$ cat src/rtl/hilo_unit.sv
// HI/LO register pair and multiply/divide sequencer: gates the multiplier and
// divider controls, captures their results, and handles mthi/mtlo and aborts.
module hilo_unit #(
  parameter int TIMEOUT = 64
) (
  input  logic        clock,
  input  logic        reset,
  input  logic        mult_start,
  input  logic        div_start,
  input  logic [31:0] regB_out,
  input  logic        finalMult,
  input  logic [31:0] mult_hi,
  input  logic [31:0] mult_lo,
  input  logic        finalDiv,
  input  logic [31:0] div_hi,
  input  logic [31:0] div_lo,
  input  logic        hi_write,
  input  logic        lo_write,
  input  logic [31:0] write_data,
  output logic        multControl,
  output logic        divControl,
  output logic [31:0] hi_out,
  output logic [31:0] lo_out,
  output logic        busy,
  output logic        done,
  output logic        div_zero,
  output logic        timeout
);

  localparam int CW = $clog2(TIMEOUT);

  typedef enum logic [1:0] {
    IDLE     = 2'd0,
    MULT_RUN = 2'd1,
    DIV_RUN  = 2'd2
  } state_t;

  state_t          state_q;
  logic [CW-1:0]   cnt_q;
  logic            mult_ctl_q;
  logic            div_ctl_q;
  logic            busy_q;
  logic            done_q;
  logic            div_zero_q;
  logic            timeout_q;
  logic [31:0]     hi_q;
  logic [31:0]     lo_q;

  logic            fin_s;
  logic [31:0]     src_hi_s;
  logic [31:0]     src_lo_s;
  logic            capture_s;
  logic            watchdog_s;

  // Route the completion level and result pair of whichever unit is running.
  always_comb begin
    fin_s    = 1'b0;
    src_hi_s = mult_hi;
    src_lo_s = mult_lo;
    case (state_q)
      MULT_RUN: begin
        fin_s    = finalMult;
        src_hi_s = mult_hi;
        src_lo_s = mult_lo;
      end
      DIV_RUN: begin
        fin_s    = finalDiv;
        src_hi_s = div_hi;
        src_lo_s = div_lo;
      end
      default: begin
        fin_s    = 1'b0;
        src_hi_s = mult_hi;
        src_lo_s = mult_lo;
      end
    endcase
  end

  // First RUN cycle ignores completion: the multiplier is still clearing a stale finalMult.
  assign capture_s  = fin_s && (cnt_q != {CW{1'b0}});
  assign watchdog_s = (cnt_q == CW'(TIMEOUT - 1));

  // Sequencer FSM with registered control, status pulses and HI/LO.
  always_ff @(posedge clock or posedge reset) begin
    if (reset) begin
      state_q    <= IDLE;
      cnt_q      <= {CW{1'b0}};
      mult_ctl_q <= 1'b0;
      div_ctl_q  <= 1'b0;
      busy_q     <= 1'b0;
      done_q     <= 1'b0;
      div_zero_q <= 1'b0;
      timeout_q  <= 1'b0;
      hi_q       <= 32'd0;
      lo_q       <= 32'd0;
    end else begin
      done_q     <= 1'b0;
      div_zero_q <= 1'b0;
      timeout_q  <= 1'b0;
      case (state_q)
        IDLE: begin
          cnt_q <= {CW{1'b0}};
          if (hi_write) hi_q <= write_data;
          if (lo_write) lo_q <= write_data;
          if (mult_start) begin
            state_q    <= MULT_RUN;
            mult_ctl_q <= 1'b1;
            busy_q     <= 1'b1;
          end else if (div_start) begin
            if (regB_out != 32'd0) begin
              state_q   <= DIV_RUN;
              div_ctl_q <= 1'b1;
              busy_q    <= 1'b1;
            end else begin
              div_zero_q <= 1'b1;
            end
          end
        end
        MULT_RUN, DIV_RUN: begin
          if (capture_s || watchdog_s) begin
            state_q    <= IDLE;
            mult_ctl_q <= 1'b0;
            div_ctl_q  <= 1'b0;
            busy_q     <= 1'b0;
            cnt_q      <= {CW{1'b0}};
            if (capture_s) begin
              hi_q   <= src_hi_s;
              lo_q   <= src_lo_s;
              done_q <= 1'b1;
            end else begin
              timeout_q <= 1'b1;
            end
          end else begin
            cnt_q <= cnt_q + CW'(1);
          end
        end
        default: begin
          state_q    <= IDLE;
          mult_ctl_q <= 1'b0;
          div_ctl_q  <= 1'b0;
          busy_q     <= 1'b0;
          cnt_q      <= {CW{1'b0}};
        end
      endcase
    end
  end

  assign multControl = mult_ctl_q;
  assign divControl  = div_ctl_q;
  assign busy        = busy_q;
  assign done        = done_q;
  assign div_zero    = div_zero_q;
  assign timeout     = timeout_q;
  assign hi_out      = hi_q;
  assign lo_out      = lo_q;

endmodule

$ cat config.mk
export PLATFORM = sky130hd
export DESIGN_NAME = hilo_unit
export DESIGN_NICKNAME = d
export VERILOG_FILES = /design/src/rtl/hilo_unit.sv
export SDC_FILE = /design/constraint.sdc
export NUM_CORES = 1
export LEC_CHECK = 0
export CORE_MARGIN = 5
export CORE_UTILIZATION = 25
export DETAILED_ROUTE_END_ITERATION = 7
export PLACE_DENSITY = 0.64
export SLEW_MARGIN = 30
export SYNTH_ARGS = -nofsm -noshare
export SYNTH_HDL_FRONTEND = slang
export SYNTH_SLANG_ARGS = --single-unit
$ cat constraint.sdc
create_clock -name clock -period 5.1 [get_ports clock]
set_input_delay 0.765 -clock clock [delete_from_list [all_inputs] [get_ports clock]]
set_output_delay 0.765 -clock clock [all_outputs]
set_load 0.01 [all_outputs]
Yosys cells after proc, flatten, opt, wreduce, memory -nomap -nowiden
Cells that the tools add are included.
- $add $sub $neg: 1
- equal/unequal tests: 13
- mux-type cells: 37
- reductions and logical operators: 12
- operators with widths (cell ; number):
    two-way mux 32 bit ; 8
    case mux 32 bit (2 select lines) ; 2
    nonzero test 32 bit ; 1
    two-way mux 1 bit ; 16
    inequality test 2 bit (second input constant) ; 8
    two-way mux 6 bit ; 2
    AND reduction 4 bit ; 3
    two-way mux 2 bit ; 4
    case mux 1 bit (2 select lines) ; 4
    adder 6 x 1 -> 6 bit (second input constant) ; 1
    equality test 6 bit (second input constant) ; 1
    inequality test 3 bit (second input constant) ; 2
    nonzero test 6 bit ; 1
    case mux 2 bit (2 select lines) ; 1
    AND reduction 3 bit ; 1
    equality test 2 x 1 -> 1 bit (second input constant) ; 1
    equality test 2 bit (second input constant) ; 1
    zero test 2 bit ; 1
    AND reduction 2 bit ; 1
    nonzero test 2 bit ; 1
    OR reduction 2 bit ; 1
    logical AND 1 bit ; 1
    logical OR 1 bit ; 1
- flip-flop bits (word level): 78
- input bits: 200
- word-level logic and storage cells: 73

Depth between registers and ports, before layout
Gate-level depths: netlist of run 1.
- depth after elaboration: 6
- mapped depth: 8
- mapped depth without buffers: 7

Worst setup path before layout of run 1
No wires, ideal clock.
- path type: register -> register
- from: reg state_q[0]
- to: reg div_ctl_q (netlist: divControl)
- setup time: 0.121 ns
- arrival time: 1.804 ns
- required time: 4.979 ns
- slack: 3.175 ns
- stages on the path, launching flop included: 8
- path buffers: 0
- cell sequence: dfrtp_1 -> inv_1 -> ha_1 -> and2_4 -> a32oi_4 -> nand2b_4 -> nand2_1 -> a22o_1
- longest elaborated chain between the ends: 6
- elaborated cells between the ends (all ways): 13
- those cells by class: eq/ne: 6; mux: 2; reduce/logical: 5
- RTL lines (item ; RTL line ; source):
    from (decl) ; 38 ; state_t state_q;
    from (signal assigned) ; 86 ; state_q <= IDLE;
    from (signal assigned) ; 106 ; state_q <= MULT_RUN;
    from (signal assigned) ; 111 ; state_q <= DIV_RUN;
    equality test 2 bit or equality test 2 x 1 -> 1 bit (tied branches) ; 60, 100 ;
    case mux 1 bit (2 select lines) ; 60 ; case (state_q)
    logical AND 1 bit ; 80 ; assign capture_s = fin_s && (cnt_q != {CW{1'b0}});
    logical OR 1 bit ; 120 ; if (capture_s || watchdog_s) begin
    inequality test 2 bit (no line) ; n/a ;
    AND reduction 4 bit (no line) ; n/a ;
    to (signal assigned) ; 89 ; div_ctl_q <= 1'b0;
    to (signal assigned) ; 123 ; div_ctl_q <= 1'b0;
    to (signal assigned) ; 140 ; div_ctl_q <= 1'b0;
    to (decl) ; 41 ; logic div_ctl_q;
Several ways; a longest one is shown, not always the timed one.
A chain may end at the register's enable or synchronous reset.

Final worst setup path of run 1
- from: reg state_q[0]
- to: reg hi_q[6] (netlist: hi_out[6])
- longest elaborated chain between the ends: 6
- elaborated cells between the ends (all ways): 16
- those cells by class: eq/ne: 5; mux: 5; reduce/logical: 6
- RTL lines (item ; RTL line ; source):
    equality test 2 bit or equality test 2 x 1 -> 1 bit (tied branches) ; 60, 100 ;
    case mux 1 bit (2 select lines) ; 60 ;
    logical AND 1 bit ; 80 ;
    logical OR 1 bit ; 120 ;
    inequality test 2 bit (no line) ; n/a ;
    AND reduction 4 bit (no line) ; n/a ;
    to (signal assigned) ; 103 ; if (hi_write) hi_q <= write_data;
    to (signal assigned) ; 127 ; hi_q <= src_hi_s;
    to (decl) ; 46 ; logic [31:0] hi_q;
Several ways; a longest one is shown, not always the timed one. The select of a mux whose other input is x is not followed.

==> results.yml, run 1 <==
grt:
  grt_pass1_vias: 4307
  antenna_found_initial: 0
  grt_overflow: 0
  grt_pass1_wl_mm: 22.6
  grt_max_degree: 69
  grtUsageTotal: 0.143
setup_path:
  crit_fanout: 38
  required_ps: 5300
  path_class: "flip-flop to flip-flop"
  end_kind: "flip-flop"
  startpoint_type: "flip-flop"
  worst-endpoint-arrival_ps: 3050
logic_synthesis:
  synth-edff-count: 0
  ys_warn_count: 0
  syn-num-nets: 701
  synthDistinctLibCells: 34
  synthTopCellsByCount: "132 x nand2_1, 78 x dfrtp_1, 74 x o21ai_0, 64 x mux2i_1, 56 x o21ai_1"
  yosys-top-cells-area: "dfrtp_1 45%, mux2i_1 15%, nand2_1 11%"
  synth_top_cell_area_share: 0.450
  async_flop_share: 1.00
  yosysTopAreaCell: "dfrtp_1"
  syn_inst: 496
  synth_seq_area_share: 0.450
  avgSynthCellArea_um2: 8.74
  synth_area_um2: 4340
  synth_seq_cells: 78
  synth_most_common_cell: "nand2_1"
  synth_top_flop_cell: "dfrtp_1"
die:
  core_area_um2: 17200
  fp.dieH_um: 142
  boundaryPins: 270
  fp-row-count: 48
  dieArea_um2: 20100
  start_util: 0.252
  die_x_um: 142
sta:
  layout_setup_ws_ps: 2250
  period_share: 0.559
  max-slew-margin-rel: 0.540
  final_hold_viol_count: 0
  period_minus_slack_ps: 2850
  report.final.slew_viol_count: 0
  final-setup-viol-count: 0
  rsz0062_at_grt: "no"
  finalClockSkew_ps: 7.08
  worstMarginPinSlew_ps: 689
  fmax_ghz: 0.351
  tns_ps: 0
cells_and_area:
  fin_cells: 978
  nNetsFinal: 953
  area_growth_syn_to_layout_pct: 74.4
  final_area_um2: 7560
  antenna_cells: 0
  fin_util: 0.440
  drive_above_1_share: 0.0412
detailed_routing:
  drtIter0Drc: 115
  final_antenna_net_count: 0
  drt_first_pass_iters: 4
  drc: 0
  viasPerCell: 4.38
  vias: 4281
  wl_mm: 14.8
  wl_per_cell_um: 15.1
clock_network:
  cts_buffers: 9
  post_cts_buffers: 0
  clk_latency_ps: 340
  clk_path_buf_depth: 2
  htreeDepth: 3
  cts_root_buf: "clkbuf_16"
  cts_sinks: 78
  clkTransAtPathRegs_ps: 60
  cts_resized: 0
  hold_buffers: 0
  cts_tree: "done"
outcome:
  status: "finished clean"
pwr:
  peakVddDrop_mv: 0.381
  power_leakage_nw: 3.04
  cellPowerDensity_nw_per_um2: 604
placed_design:
  placedCellCount: 962
  portBuffers: 269
  routabilityCongestion: 0.789
  dpl_cell_area_um2: 7220
  hpwl_mm: 12.0
  dp_slack_ps: 2230
hold_path:
  holdCritPathClass: "flip-flop to flip-flop"
job:
  cap_violations: 0
## sequential cells by signal, indices dropped and copies added, names as in the netlist
name,count
busy,1
cnt_q,6
divControl,1
div_zero,1
done,1
hi_out,32
lo_out,32
multControl,1
state_q,2
timeout,1
## kinds of logic (layout without fill, tap and decap cells)
group	count (synthesis)	in the layout	share of synthesized area
buffers and inverters	41	298	0.0418
muxes	64	64	0.148
DFF	78	78	0.450
xor gates and xnor gates	4	4	0.00808
AOI/OAI and AO/OA	141	141	0.181
adders and majority gates	5	5	0.0144
and+or+nand+nor	163	163	0.156
## power by group
| part | switching (mW) | total [mW] | internal, mW |
|---|---|---|---|
| clock | 0.251 | 0.726 | 0.475 |
| sequential | 0.154 | 1.10 | 0.943 |
| combinational | 1.50 | 2.74 | 1.24 |
| total | 1.90 | 4.56 | 2.66 |
## worst paths after layout
check	from	to	slack [ps]	cells after the start
worst max-delay path	state_q[0]	hi_out[6]	2250	8
worst min-delay path	lo_out[1]	lo_out[1]	480	2
worst max register to register	state_q[0]	hi_out[6]	2250	8
worst min register to register	lo_out[1]	lo_out[1]	480	2
max in group asynchronous	reset	lo_out[19]	3280	3
min in group asynchronous	reset	hi_out[17]	830	2
## through the flow
stage	hold WS [ps]	power [mW]
after floorplan	450	2.83
after global placement	464	3.87
after detailed placement	472	3.93
after CTS	485	4.68
after global routing	501	4.98
final	479	4.56
## critical path, stage by stage, from the launching register on
cell and delay, ps:
dfrtp_1 390, inv_1 180, ha_4 560, a22oi_1 300, a32oi_4 400, o211ai_4 320, buf_4 360, nand2_1 100
o21ai_0 80
## layout make-up
type / count / area [um2]
multi-input combinational: 377 / 2230
fill: 1718 / 9620
sequential: 78 / 1950
timing repair buffer: 274 / 2730
clock buffer: 9 / 225
tap: 225 / 282
clock inverter: 7 / 113
inverter: 8 / 31.3
## metal layers
layer | routed length [um] | global-route usage | share of wire
met5 | 0 | 0 | 0
met4 | 232 | 0.0500 | 0.016
met3 | 1640 | 0.0613 | 0.11
met2 | 7080 | 0.246 | 0.48
met1 | 5810 | 0.159 | 0.39
## layout by cell type, fill, tap and decap left out, types with 5 or more instances in the layout
master | synthesis | routed
inv_1 | 8 | 7
dfrtp_1 | 78 | 78
nor2_1 | 10 | 10
clkbuf_16 | 0 | 9
buf_4 | 0 | 5
nand2_1 | 132 | 132
clkdlybuf4s50_1 | 0 | 269
mux2i_1 | 64 | 64
nor4_1 | 7 | 7
o21ai_0 | 74 | 74
o21ai_1 | 56 | 56
Note: power is estimated with default switching activity, not from simulation.
==> run 2, diff against run 1 <==
--- a/config.mk
+++ b/config.mk
@@ -8,7 +8,7 @@
 export CORE_MARGIN = 5
 export CORE_UTILIZATION = 25
 export DETAILED_ROUTE_END_ITERATION = 7
-export PLACE_DENSITY = 0.64
+export PLACE_DENSITY = 0.66
 export SLEW_MARGIN = 30
 export SYNTH_ARGS = -nofsm -noshare
 export SYNTH_HDL_FRONTEND = slang
==> constraint.sdc (replaced) <==
create_clock -name clock -period 2.4 [get_ports clock]
set_input_delay 0.36 -clock clock [delete_from_list [all_inputs] [get_ports clock]]
set_output_delay 0.36 -clock clock [all_outputs]
set_load 0.01 [all_outputs]
==> results.yml, run 2 (synthesis gave the netlist of run 1 again) <==
outcome:
  status: "finished clean"
setup_path:
  r2r_setup_slack_ps: 340
  path_cells: "inv_1 > ha_4 > and2_4 > a32oi_4 > o211ai_4 > buf_4 > nand2_1 > o21ai_0"
  crit_fanout: 26
  cp_slowest_cell: "dfrtp_1"
  worst-endpoint-arrival_ps: 2270
  startpoint_type: "flip-flop"
  r2r_cells: 8
  required_ps: 2600
  end_kind: "flip-flop"
  cpPeakStageDelay_ps: 390
  path_class: "flip-flop to flip-flop"
placed_design:
  portBuffers: 269
  routabilityCongestion: 0.765
  dpl_cell_area_um2: 7330
  hpwl_mm: 11.6
grt:
  grt_pass1_wl_mm: 21.9
  antenna_found_initial: 0
  grt_overflow: 0
  grtUsageTotal: 0.138
  grt_max_degree: 79
  grt_pass1_vias: 4296
detailed_routing:
  wl_per_cell_um: 14.6
  viasPerCell: 4.40
  wl_mm: 14.3
  drc: 0
  drtIter0Drc: 129
  drt_first_pass_iters: 5
  final_antenna_net_count: 0
  vias: 4323
sta:
  report.final.slew_viol_count: 0
  final_hold_viol_count: 0
  finalClockSkew_ps: 9.34
  period_minus_slack_ps: 2060
  fmax_ghz: 0.485
  final-setup-viol-count: 0
  worstMarginPinSlew_ps: 539
  tns_ps: 0
  period_share: 0.860
  rsz0062_at_grt: "no"
  max-slew-margin-rel: 0.641
job:
  cap_violations: 0
die:
  fp-row-count: 48
  fp.dieH_um: 142
  dieArea_um2: 20100
  boundaryPins: 270
  core_area_um2: 17200
  start_util: 0.252
  die_x_um: 142
clock_network:
  clk_path_buf_depth: 2
  post_cts_buffers: 0
  htreeDepth: 3
  clk_latency_ps: 330
  cts_resized: 0
  clkTransAtPathRegs_ps: 60
  cts_sinks: 78
  cts_buffers: 9
  hold_buffers: 0
  cts_tree: "done"
  cts_root_buf: "clkbuf_16"
cells_and_area:
  nNetsFinal: 957
  area_growth_syn_to_layout_pct: 76.5
  antenna_cells: 0
  ff_latch_area_um2: 1950
  multiInputGateArea_um2: 2230
  final_area_um2: 7650
  final_common_cell: "clkdlybuf4s50_1"
  drive_above_1_share: 0.0449
  final.fill_count: 1737
  layout_common_cells: "269 x clkdlybuf4s50_1, 132 x nand2_1, 78 x dfrtp_1"
pwr:
  peakVddDrop_mv: 0.821
  cellPowerDensity_nw_per_um2: 1290
  power_leakage_nw: 3.08
hold_path:
  holdCritPathClass: "input pin to async pin"
run 2: worst paths after layout:
kind                             from         end
setup / recovery           state_q[0]  lo_out[27]
max in group asynchronous       reset  state_q[1]
setup reg to reg           state_q[0]  lo_out[27]
min in group clock         lo_out[30]  lo_out[30]
hold / removal                  reset  lo_out[18]
hold reg to reg            lo_out[30]  lo_out[30]
run 2: cell type report:
class,instances,share of cell area
clock buffer,11,0.0317
clock inverter,5,0.0108
inverter,8,0.00409
multi-input combinational,377,0.291
sequential,78,0.255
tap,225,0.0368
timing repair buffer,278,0.370
run 2: power breakdown:
part | leakage, nW | internal (mW) | switching, mW
clock network | 0.160 | 0.941 | 0.531
registers | 0.967 | 2.00 | 0.316
logic | 1.95 | 2.86 | 3.22
run 2: worst max-delay path: cells and delay by family, from the launching register on:
kind	cells	cell delay (ps)
AOI/OAI and AO/OA	3	610
buffers and inverters	2	420
and+or+nand+nor	2	240
DFF	1	390
adders and majority gates	1	260
run 2: stage by stage:
step	std cells	hold WS, ps	power, mW	util	worst slack, ps
3_5_place_dp	966	469	8.57	0.427	335
3_3_place_gp	966	463	8.46	0.427	348
4_1_cts	982	442	10.1	0.446	317
2_1_floorplan	496	450	6.00	-	45.0
6_report	982	442	9.87	0.446	337
5_1_grt	982	491	10.8	0.446	196
run 2: per-layer routing:
layer  GRT usage  share of wire
met5           0              0
met4      0.0510          0.012
met3      0.0495           0.10
met2       0.231           0.48
met1       0.162           0.41
